## src/rtl/ifetch_queue_if.sv

```systemverilog
// Fetch-queue bus bundle: ROB redirect/BHT update, ICache request/response and decode-side head.
// master = the fetch queue, slave = the surrounding core (ROB, ICache, decoder).
interface ifetch_queue_if;
    logic        jump_wrong;
    logic [31:0] jump_pc;
    logic        bht_upd_valid;
    logic [31:0] bht_upd_pc;
    logic        bht_upd_taken;
    logic        fetch_valid;
    logic [31:0] pc_to_fetch;
    logic        instr_valid;
    logic [31:0] instr_fetched;
    logic        stall_IF;
    logic        out_valid;
    logic [31:0] instr_to_decode;
    logic [31:0] pc_to_decode;
    logic        is_jump_instr;
    logic        jump_prediction;

    modport master (
        input  jump_wrong, jump_pc, bht_upd_valid, bht_upd_pc, bht_upd_taken,
        input  instr_valid, instr_fetched, stall_IF,
        output fetch_valid, pc_to_fetch,
        output out_valid, instr_to_decode, pc_to_decode, is_jump_instr, jump_prediction
    );

    modport slave (
        output jump_wrong, jump_pc, bht_upd_valid, bht_upd_pc, bht_upd_taken,
        output instr_valid, instr_fetched, stall_IF,
        input  fetch_valid, pc_to_fetch,
        input  out_valid, instr_to_decode, pc_to_decode, is_jump_instr, jump_prediction
    );
endinterface

```

## src/rtl/ifetch_queue.sv

```systemverilog
// Instruction fetch unit: single-outstanding ICache requester, static JAL / BHT-predicted
// branch next-pc, and a circular instruction queue feeding decode.
module ifetch_queue #(
    parameter int unsigned QUEUE_DEPTH_LOG = 3,
    parameter int unsigned BHT_IDX_W       = 8,
    parameter logic [31:0] RESET_PC        = 32'h0
) (
    input  logic           clk,
    input  logic           rst,
    input  logic           rdy,
    ifetch_queue_if.master ifq
);
    localparam int unsigned DEPTH = 32'd1 << QUEUE_DEPTH_LOG;
    localparam int unsigned PTR_W = QUEUE_DEPTH_LOG;
    localparam int unsigned CNT_W = QUEUE_DEPTH_LOG + 1;
    localparam int unsigned BHT_N = 32'd1 << BHT_IDX_W;

    localparam logic [6:0] OP_JAL    = 7'b1101111;
    localparam logic [6:0] OP_BRANCH = 7'b1100011;
    localparam logic [6:0] OP_JALR   = 7'b1100111;

    typedef enum logic [1:0] {
        S_ISSUE,
        S_WAIT,
        S_DISCARD
    } state_e;

    typedef struct packed {
        logic [31:0] instr;
        logic [31:0] pc;
        logic        is_jump;
        logic        pred;
    } entry_t;

    state_e           state_q, state_d;
    logic [31:0]      pc_q, pc_d;
    logic [PTR_W-1:0] head_q, head_d;
    logic [PTR_W-1:0] tail_q, tail_d;
    logic [CNT_W-1:0] cnt_q, cnt_d;
    entry_t           q_mem_q [DEPTH];
    logic [1:0]       bht_q   [BHT_N];

    logic             fetch_valid_c;
    logic             push;
    logic             pop;

    logic [6:0]           opcode;
    logic [31:0]          j_imm;
    logic [31:0]          b_imm;
    logic [BHT_IDX_W-1:0] fetch_idx;
    logic                 bht_taken;
    logic [31:0]          npc;
    entry_t               new_entry;
    entry_t               head_entry;

    logic [BHT_IDX_W-1:0] upd_idx;
    logic [1:0]           upd_ctr;
    logic [1:0]           upd_next;

    // Pre-decode of the returning instruction: queue entry and next fetch pc.
    always_comb begin : predecode
        opcode    = ifq.instr_fetched[6:0];
        j_imm     = {{12{ifq.instr_fetched[31]}}, ifq.instr_fetched[19:12], ifq.instr_fetched[20],
                     ifq.instr_fetched[30:21], 1'b0};
        b_imm     = {{20{ifq.instr_fetched[31]}}, ifq.instr_fetched[7], ifq.instr_fetched[30:25],
                     ifq.instr_fetched[11:8], 1'b0};
        fetch_idx = BHT_IDX_W'(pc_q >> 2);
        bht_taken = bht_q[fetch_idx][1];
        npc       = pc_q + 32'd4;
        new_entry = '{instr: ifq.instr_fetched, pc: pc_q, is_jump: 1'b0, pred: 1'b0};
        case (opcode)
            OP_JAL: begin
                new_entry.is_jump = 1'b1;
                new_entry.pred    = 1'b1;
                npc               = pc_q + j_imm;
            end
            OP_BRANCH: begin
                new_entry.is_jump = 1'b1;
                new_entry.pred    = bht_taken;
                if (bht_taken) begin
                    npc = pc_q + b_imm;
                end
            end
            OP_JALR: begin
                new_entry.is_jump = 1'b1;
            end
            default: ;
        endcase
    end

    // Fetch FSM, redirect handling and queue pointer/count next state.
    always_comb begin : next_state
        state_d       = state_q;
        pc_d          = pc_q;
        head_d        = head_q;
        tail_d        = tail_q;
        cnt_d         = cnt_q;
        fetch_valid_c = 1'b0;
        push          = 1'b0;
        pop           = 1'b0;

        if (rst && rdy) begin
            if (ifq.jump_wrong) begin
                pc_d   = ifq.jump_pc;
                tail_d = head_q;
                cnt_d  = '0;
                // A request still in flight must have its response swallowed.
                if ((state_q != S_ISSUE) && !ifq.instr_valid) begin
                    state_d = S_DISCARD;
                end else begin
                    state_d = S_ISSUE;
                end
            end else begin
                pop = (cnt_q != '0) && !ifq.stall_IF;
                case (state_q)
                    S_ISSUE: begin
                        if (cnt_q < CNT_W'(DEPTH)) begin
                            fetch_valid_c = 1'b1;
                            state_d       = S_WAIT;
                        end
                    end
                    S_WAIT: begin
                        if (ifq.instr_valid) begin
                            push    = 1'b1;
                            pc_d    = npc;
                            state_d = S_ISSUE;
                        end
                    end
                    S_DISCARD: begin
                        if (ifq.instr_valid) begin
                            state_d = S_ISSUE;
                        end
                    end
                    default: state_d = S_ISSUE;
                endcase

                if (push) begin
                    tail_d = tail_q + PTR_W'(1);
                end
                if (pop) begin
                    head_d = head_q + PTR_W'(1);
                end
                case ({push, pop})
                    2'b10:   cnt_d = cnt_q + CNT_W'(1);
                    2'b01:   cnt_d = cnt_q - CNT_W'(1);
                    default: cnt_d = cnt_q;
                endcase
            end
        end
    end

    always_ff @(posedge clk) begin : ctrl_regs
        if (!rst) begin
            state_q <= S_ISSUE;
            pc_q    <= RESET_PC;
            head_q  <= '0;
            tail_q  <= '0;
            cnt_q   <= '0;
        end else begin
            state_q <= state_d;
            pc_q    <= pc_d;
            head_q  <= head_d;
            tail_q  <= tail_d;
            cnt_q   <= cnt_d;
        end
    end

    always_ff @(posedge clk) begin : queue_storage
        if (!rst) begin
            q_mem_q <= '{default: '0};
        end else if (push) begin
            q_mem_q[tail_q] <= new_entry;
        end
    end

    // 2-bit saturating counter update; fetch lookups read the pre-update value.
    always_comb begin : bht_next
        upd_idx  = BHT_IDX_W'(ifq.bht_upd_pc >> 2);
        upd_ctr  = bht_q[upd_idx];
        upd_next = upd_ctr;
        if (ifq.bht_upd_taken) begin
            if (upd_ctr != 2'b11) begin
                upd_next = upd_ctr + 2'd1;
            end
        end else if (upd_ctr != 2'b00) begin
            upd_next = upd_ctr - 2'd1;
        end
    end

    always_ff @(posedge clk) begin : bht_regs
        if (!rst) begin
            bht_q <= '{default: 2'b01};
        end else if (rdy && ifq.bht_upd_valid) begin
            bht_q[upd_idx] <= upd_next;
        end
    end

    assign head_entry          = q_mem_q[head_q];
    assign ifq.fetch_valid     = fetch_valid_c;
    assign ifq.pc_to_fetch     = pc_q;
    assign ifq.out_valid       = (cnt_q != '0);
    assign ifq.instr_to_decode = head_entry.instr;
    assign ifq.pc_to_decode    = head_entry.pc;
    assign ifq.is_jump_instr   = head_entry.is_jump;
    assign ifq.jump_prediction = head_entry.pred;
endmodule

```

## src/flat_wrapper.sv

```systemverilog
// flat-port wrapper written by rule: the top's interface ports become plain ports
module ifetch_queue_flat 
#(
    parameter int unsigned QUEUE_DEPTH_LOG = 3,
    parameter int unsigned BHT_IDX_W       = 8,
    parameter logic [31:0] RESET_PC        = 32'h0
)
  (clk, rst, rdy, ifq_jump_wrong, ifq_jump_pc, ifq_bht_upd_valid, ifq_bht_upd_pc, ifq_bht_upd_taken, ifq_instr_valid, ifq_instr_fetched, ifq_stall_IF, ifq_fetch_valid, ifq_pc_to_fetch, ifq_out_valid, ifq_instr_to_decode, ifq_pc_to_decode, ifq_is_jump_instr, ifq_jump_prediction);
  ifetch_queue_if ifq_i ();
  input  logic clk;
  input  logic rst;
  input  logic rdy;
  input wire logic [$bits(ifq_i.jump_wrong)-1:0] ifq_jump_wrong;
  input wire logic [$bits(ifq_i.jump_pc)-1:0] ifq_jump_pc;
  input wire logic [$bits(ifq_i.bht_upd_valid)-1:0] ifq_bht_upd_valid;
  input wire logic [$bits(ifq_i.bht_upd_pc)-1:0] ifq_bht_upd_pc;
  input wire logic [$bits(ifq_i.bht_upd_taken)-1:0] ifq_bht_upd_taken;
  input wire logic [$bits(ifq_i.instr_valid)-1:0] ifq_instr_valid;
  input wire logic [$bits(ifq_i.instr_fetched)-1:0] ifq_instr_fetched;
  input wire logic [$bits(ifq_i.stall_IF)-1:0] ifq_stall_IF;
  output wire logic [$bits(ifq_i.fetch_valid)-1:0] ifq_fetch_valid;
  output wire logic [$bits(ifq_i.pc_to_fetch)-1:0] ifq_pc_to_fetch;
  output wire logic [$bits(ifq_i.out_valid)-1:0] ifq_out_valid;
  output wire logic [$bits(ifq_i.instr_to_decode)-1:0] ifq_instr_to_decode;
  output wire logic [$bits(ifq_i.pc_to_decode)-1:0] ifq_pc_to_decode;
  output wire logic [$bits(ifq_i.is_jump_instr)-1:0] ifq_is_jump_instr;
  output wire logic [$bits(ifq_i.jump_prediction)-1:0] ifq_jump_prediction;
  assign ifq_i.jump_wrong = ifq_jump_wrong;
  assign ifq_i.jump_pc = ifq_jump_pc;
  assign ifq_i.bht_upd_valid = ifq_bht_upd_valid;
  assign ifq_i.bht_upd_pc = ifq_bht_upd_pc;
  assign ifq_i.bht_upd_taken = ifq_bht_upd_taken;
  assign ifq_i.instr_valid = ifq_instr_valid;
  assign ifq_i.instr_fetched = ifq_instr_fetched;
  assign ifq_i.stall_IF = ifq_stall_IF;
  assign ifq_fetch_valid = ifq_i.fetch_valid;
  assign ifq_pc_to_fetch = ifq_i.pc_to_fetch;
  assign ifq_out_valid = ifq_i.out_valid;
  assign ifq_instr_to_decode = ifq_i.instr_to_decode;
  assign ifq_pc_to_decode = ifq_i.pc_to_decode;
  assign ifq_is_jump_instr = ifq_i.is_jump_instr;
  assign ifq_jump_prediction = ifq_i.jump_prediction;
  ifetch_queue #(.QUEUE_DEPTH_LOG(QUEUE_DEPTH_LOG), .BHT_IDX_W(BHT_IDX_W), .RESET_PC(RESET_PC)) u_core (.clk(clk), .rst(rst), .rdy(rdy), .ifq(ifq_i));
endmodule
```

## config.mk

```make
export PLATFORM = sky130hd
export DESIGN_NAME = ifetch_queue_flat
export DESIGN_NICKNAME = d
export VERILOG_FILES = /design/src/rtl/ifetch_queue_if.sv /design/src/rtl/ifetch_queue.sv /design/src/flat_wrapper.sv
export SDC_FILE = /design/constraint.sdc
export NUM_CORES = 2
export LEC_CHECK = 0
export ABC_AREA = 1
export CORE_ASPECT_RATIO = 0.5
export CORE_MARGIN = 2
export CORE_UTILIZATION = 45
export DETAILED_ROUTE_END_ITERATION = 8
export GPL_TIMING_DRIVEN = 0
export MAX_ROUTING_LAYER = met4
export PLACE_DENSITY = 0.66
export SKIP_LAST_GASP = 1
export SYNTH_ARGS = -nofsm -noshare
export SYNTH_HDL_FRONTEND = slang
export SYNTH_SLANG_ARGS = --single-unit
```

## constraint.sdc

```tcl
create_clock -name clk -period 7.7 [get_ports clk]
set_input_delay 1.155 -clock clk [delete_from_list [all_inputs] [get_ports clk]]
set_output_delay 1.155 -clock clk [all_outputs]
set_load 0.005 [all_outputs]
```

### Word-level counts from Yosys, hierarchy flattened

Index checks and enable logic that the tools add are counted.

* $add $sub $neg: 9
* magnitude comparators: 7
* equality and inequality tests: 10
* multiplexer cells: 44
* bitwise operators: 5
* reductions and logical operators: 23

Operator list (count)
* $bwmux 528: 1
* $bwmux 512: 1
* $bmux 66 s3: 1
* $demux 66 s3: 1
* $mux 66: 3
* $mux 32: 4
* $add 32x32->32: 2
* $pmux 32 s2: 1
* $add 32x3->32 const B: 1
* $bmux 2 s8: 2
* $mux 2: 12
* $eq 7x7->1 const B: 3
* $ge 9x9->1 const B: 2
* $not 8->9: 2
* $demux 2 s8: 1
* $mux 1: 11
* $reduce_bool 2->1: 5
* $lt 9x1->1 const B: 1
* $reduce_and 3->1: 3
* $ge 4x4->1 const B: 2
* $not 3->4: 2
* $pmux 4 s2: 1
* $add 3x1->3 const B: 2
* $logic_and 1x1->1: 6
* other kinds (23): 28

* bits in registers: 1084
* output and inout port bits: 100
* logic and storage cells: 391

### Logic depth before layout (Yosys ltp)

* word-level depth: 9
* depth in mapped cells: 24

### Worst setup path after synthesis

Ideal clock, no wire load.

* path kind: input -> register
* start: input port ifq_instr_fetched[8]
* end: register u_core.pc_q[23] (netlist: u_core.ifq.pc_to_fetch[23])
* data arrival time: 3.028 ns
* required time: 7.568 ns
* setup slack: 4.540 ns
* stages: 15
* path buffers: 0
* cells stage by stage: ha_1 > fa_1 > nand3_1 > nand2_1 > a21oi_1 > o21ai_0 > nand2_1 > nand2_1 > a21oi_1 > xor2_1 > nand2_1 > nand3_1 > nand3_1 > nand2_1 > a21oi_1

* word-level cells in the longest chain between the ends: 6

RTL lines
* start: declaration: line flat_wrapper.sv:19 `input wire logic [$bits(ifq_i.instr_fetched)-1:0] ifq_instr_fetched;`
* $add 32x32->32: line ifetch_queue.sv:81 `npc = pc_q + b_imm;`
* $mux 32: line ifetch_queue.sv:80 `if (bht_taken) begin`
* $pmux 32 s2: line ifetch_queue.sv:71 `case (opcode)`
* $mux 32: line ifetch_queue.sv:123 `if (ifq.instr_valid) begin`
* $mux 32: line ifetch_queue.sv:115 `case (state_q)`
* $mux 32: line ifetch_queue.sv:103 `if (ifq.jump_wrong) begin`
* end signal: assignment: line ifetch_queue.sv:161 `pc_q <= pc_d;`
* end: declaration: line ifetch_queue.sv:36 `logic [31:0] pc_q, pc_d;`

No other way between the ends. The select of a mux whose other input is x is not followed.
A chain may end at the register's enable or synchronous reset.

### Final worst setup path

* start: register u_core.head_q[0]
* end: output port ifq_pc_to_decode[8]

* word-level cells in the longest chain between the ends: 4

RTL lines
* start: declaration: line ifetch_queue.sv:37 `logic [PTR_W-1:0] head_q, head_d;`
* start signal: assignment: line ifetch_queue.sv:156 `head_q <= '0;`
* start signal: assignment: line ifetch_queue.sv:162 `head_q <= head_d;`
* $not 3->4 (implied by the code): line ifetch_queue.sv:198 `assign head_entry = q_mem_q[head_q];`
* $bmux 66 s3: line ifetch_queue.sv:198
* $mux 66 (implied by the code) (2 in a row): line ifetch_queue.sv:198
* end: declaration: line flat_wrapper.sv:25 `output wire logic [$bits(ifq_i.pc_to_decode)-1:0] ifq_pc_to_decode;`

No other way between the ends. The select of a mux whose other input is x is not followed.

==> metrics.sh <==
DETAIL_ROUTE.VIAS_PER_CELL=5.976
STATUS='finished with violations'
CRIT_PATH_START_KIND='flop'
TIMING_WORST_SETUP_PATH_TYPE='reg2out'
NETS=8577
MET3ROUTEDLENGTH_MM=30.22
INITIAL_CORE_UTIL_PCT=45.69
POWER_PER_UNIT_OF_STANDARD_CELL_AREA_nW_PER_UM2=202.2
PORT_BUFFERS=178
TIMING.MAX_SLEW.REL_SLACK_PCT=-8.790
CLOCKROOTBUFFER='clkbuf_16'
STARTPOINT_OF_THE_MOST_CRITICAL_REGISTER_TO_REGISTER_PATH='u_core.ifq.pc_to_fetch[5]'
TIMING.FINAL.MAX_SLEW_VIOLATIONS=88
GRT_SETUP_UNREPAIRED='no'
FFS_LATCHES_SYNTH=1084
GRT_MAX_DEGREE=22
DETAILEDPLACEMENTHPWL_MM=173.4
GRT.OVERFLOW.TOTAL=0
TIMING_HOLD_VIOLATIONS_FINAL=0
GP_ROUTABILITY_CONGESTION=1.100
SYNTH_CELLS=8137
CP_DATA_ARRIVAL_TIME_PS=4930
MAX_FREQ_MHz=164.4
SYNTH_SEQUENTIAL_AREA_RATIO_PCT=40.01
NUMBER_OF_ANTENNA_VIOLATIONS_AT_THE_FIRST_CHECK_IN_GLOBAL_ROUTING=9
CP.REQUIRED_PS=6550
MAPPEDNETLISTAREA_UM2=54230
NUM_VIAS=60350
FIRST_ITER_VIOLATIONS=8962
FLOORPLAN.DIE_AREA_UM2=123500
WHS_PS=480.5
MIN-DELAY-START='u_core.state_q[1]'
CRIT_FANOUT=10
IO_PINS=204
SYNTH_LARGEST_AREA_CELL='dfxtp_1'
CORE_AREA_UM2=118700
GRT_USE_TOTAL_PCT=38.77
SYN-MEAN-INSTANCE-AREA_UM2=6.665
PERIOD_NEEDED_PS=6083
CTS.PATH.MAX_BUFFERS=3
TIMING.CLOCK.SKEW_PS=35.19
TIMING.MAX_CAP.VIOLATIONS=9
GRT_PASS1_WL_MM=352.1
SYNTHESIS.NETS=8294
SETUP_VIOL=0
POST_SYNTH_NUM_CELL_TYPES=48
MOSTFREQUENTLAYOUTCELLS='nand2_1 (1341), o21ai_0 (1187), dfxtp_1 (1084), a21oi_1 (1054), nor2_1 (1035)'
POSTLAYOUTSETUPSLACKWORST_PS=1617
FINAL_UTIL_PCT=51.91
VDD_IR_DROP_MAX_mV=0.1713
TOPROUTINGLAYERUSED='met4'
DOMINANTREGCELLSYNTH='dfxtp_1'
POST_ROUTE_CELLS_DRIVE_ABOVE_1_SHARE_PCT=4.236
SUM_NEG_SETUP_SLACK_PS=0
ROUTED_WIRE_LENGTH_PER_INSTANCE_UM=24.07
CATEGORY_OF_THE_WORST_SETUP_PATH_CAPTURE_POINT='output port'
CTSRESIZECOUNT=0
DRT_PASS1_ITERATIONS=7
SYNTH_LARGEST_TYPE_AREA_FRACTION_PCT=40.01
CLOCK_SLEW_AT_REPORTED_PATH_FFS_PS=70
POSTROUTEANTENNANETS=0
CTS.REPAIR_TIMING.SETUP_BUFFER_COUNT=0
YOSYS_WARNING_COUNT=0
POST_SYNTH_MAIN_AREA_CONTRIBUTORS='dfxtp_1 (40%), o21ai_0 (11%), a21oi_1 (9.7%)'
CLOCK_TREE.HTREE_LEVEL_COUNT=3
DIE_WIDTH_UM=495.0
CLOCK-SINKS=1084
ROUTE.FINAL.WIRE_LENGTH_MM=243.1
FIRST_GLOBAL_VIAS=53920
DIE-HEIGHT_UM=249.5
CLK_LATENCY_PS=760
RATIO_OF_FINAL_MINIMUM_PERIOD_TO_CLOCK_PERIOD_PCT=78.99
TRITONCTS_CLOCK_TREE='yes'
DP_SLACK_PS=1751
ROUTE.LAYER.MET1.WL_MM=95.71
SHARE_OF_FLIP_FLOPS_WITH_AN_ASYNCHRONOUS_SET_OR_RESET_AFTER_SYNTHESIS_PCT=0
AREA.GROWTH.SYNTH_TO_FINAL_PCT=13.62
STARTPOINT='u_core.head_q[0]'
CTS.HOLD.BUFFERS_ADDED=0
TIGHTEST_SLEW_PS=1632
TRITONCTS.NUM_BUFFERS=103
DRC=0
VIOLATIONS='capacitance limit, slew limit'
P_LEAK_nW=24.57
MOSTFREQUENTLAYOUTCELL='nand2_1'
REPORT.POWER.TOTAL_mW=12.46
DETAILROUTE.WIRELENGTH.MET2_MM=100.9
SYNTH_EDF_COUNT=0
HOLD_PATH_CLASS='reg2reg'
PLACEMENT_ROWS=89
final cells by class:
| cell class | instances | area (µm²) |
|---|---|---|
| antenna | 7 | 17.52 |
| buffer | 621 | 2733 |
| clock buffer | 142 | 3004 |
| clock inverter | 42 | 591.8 |
| fill | 12100 | 57080 |
| inverter | 765 | 2872 |
| multi-input combinational | 5667 | 26930 |
| sequential | 1084 | 21700 |
| tap | 1592 | 1992 |
| timing repair buffer | 178 | 1782 |
worst max-delay path, cell delays in order (launching register included):
cell             delay [ps]
dfxtp_1                 670
clkbuf_1                550
clkbuf_1                980
clkbuf_1                490
o211ai_1                210
a31oi_1                 630
clkdlybuf4s50_1         640
state kept, by name (all words and copies together), names as in the netlist:
register / flops
u_core.state_q: 2
u_core.tail_q: 3
u_core.head_q: 3
u_core.bht_q: 512
u_core.ifq.pc_to_fetch: 32
u_core.cnt_q: 4
u_core.q_mem_q: 528
cells by family (layout without fill, tap and decap cells):
family | Yosys count | in the layout | share of synthesized area (%)
adder cells (fa/ha/maj) | 53 | 53 | 1.264
AND/OR/NAND/NOR | 2832 | 2832 | 20.89
other | 0 | 7 | 0
buffers and inverters | 1386 | 1748 | 10.33
flip-flops | 1084 | 1084 | 40.01
XOR/XNOR | 56 | 56 | 0.9044
AO/OA/AOI/OAI | 2726 | 2726 | 26.59
report_power, final:
| part | internal, mW | switching [mW] |
|---|---|---|
| logic | 0.308 | 0.919 |
| clock network | 3.13 | 2.46 |
| registers | 5.62 | 0.0279 |
worst paths after layout:
| path | to | slack [ps] | cells past startpoint |
|---|---|---|---|
| max | ifq_pc_to_decode[8] | 1620 | 6 |
| min | u_core.state_q[1] | 480 | 2 |
| max reg2reg | u_core.ifq.pc_to_fetch[7] | 2880 | 14 |
| min reg2reg | u_core.state_q[1] | 480 | 2 |
stage by stage:
stage | cells | instance area [µm²]
finish | 10100 | 61620
detailed placement | 9907 | 58010
floorplan | 8137 | 54230
global route | 10100 | 61620
CTS | 10090 | 61610
global placement | 9907 | 58010
Yosys cell counts (all sizes together), types with 50 or more instances:
library cell / number
a21oi: 1054
a22oi: 71
a31oi: 75
buf: 182
clkbuf: 439
dfxtp: 1084
ha: 50
inv: 743
nand2: 1343
nand3: 328
nor2: 1038
o211ai: 80
o21ai: 1238
o22ai: 178
routing by layer:
layer | GRT usage (%) | vias to the layer above
li1 | - | 27610
met1 | 49.96 | 28000
met2 | 55.49 | 3879
met3 | 9.318 | 861
met4 | 21.56 | 0
met5 | - | -
No activity file was read; power rests on OpenSTA's default activity.
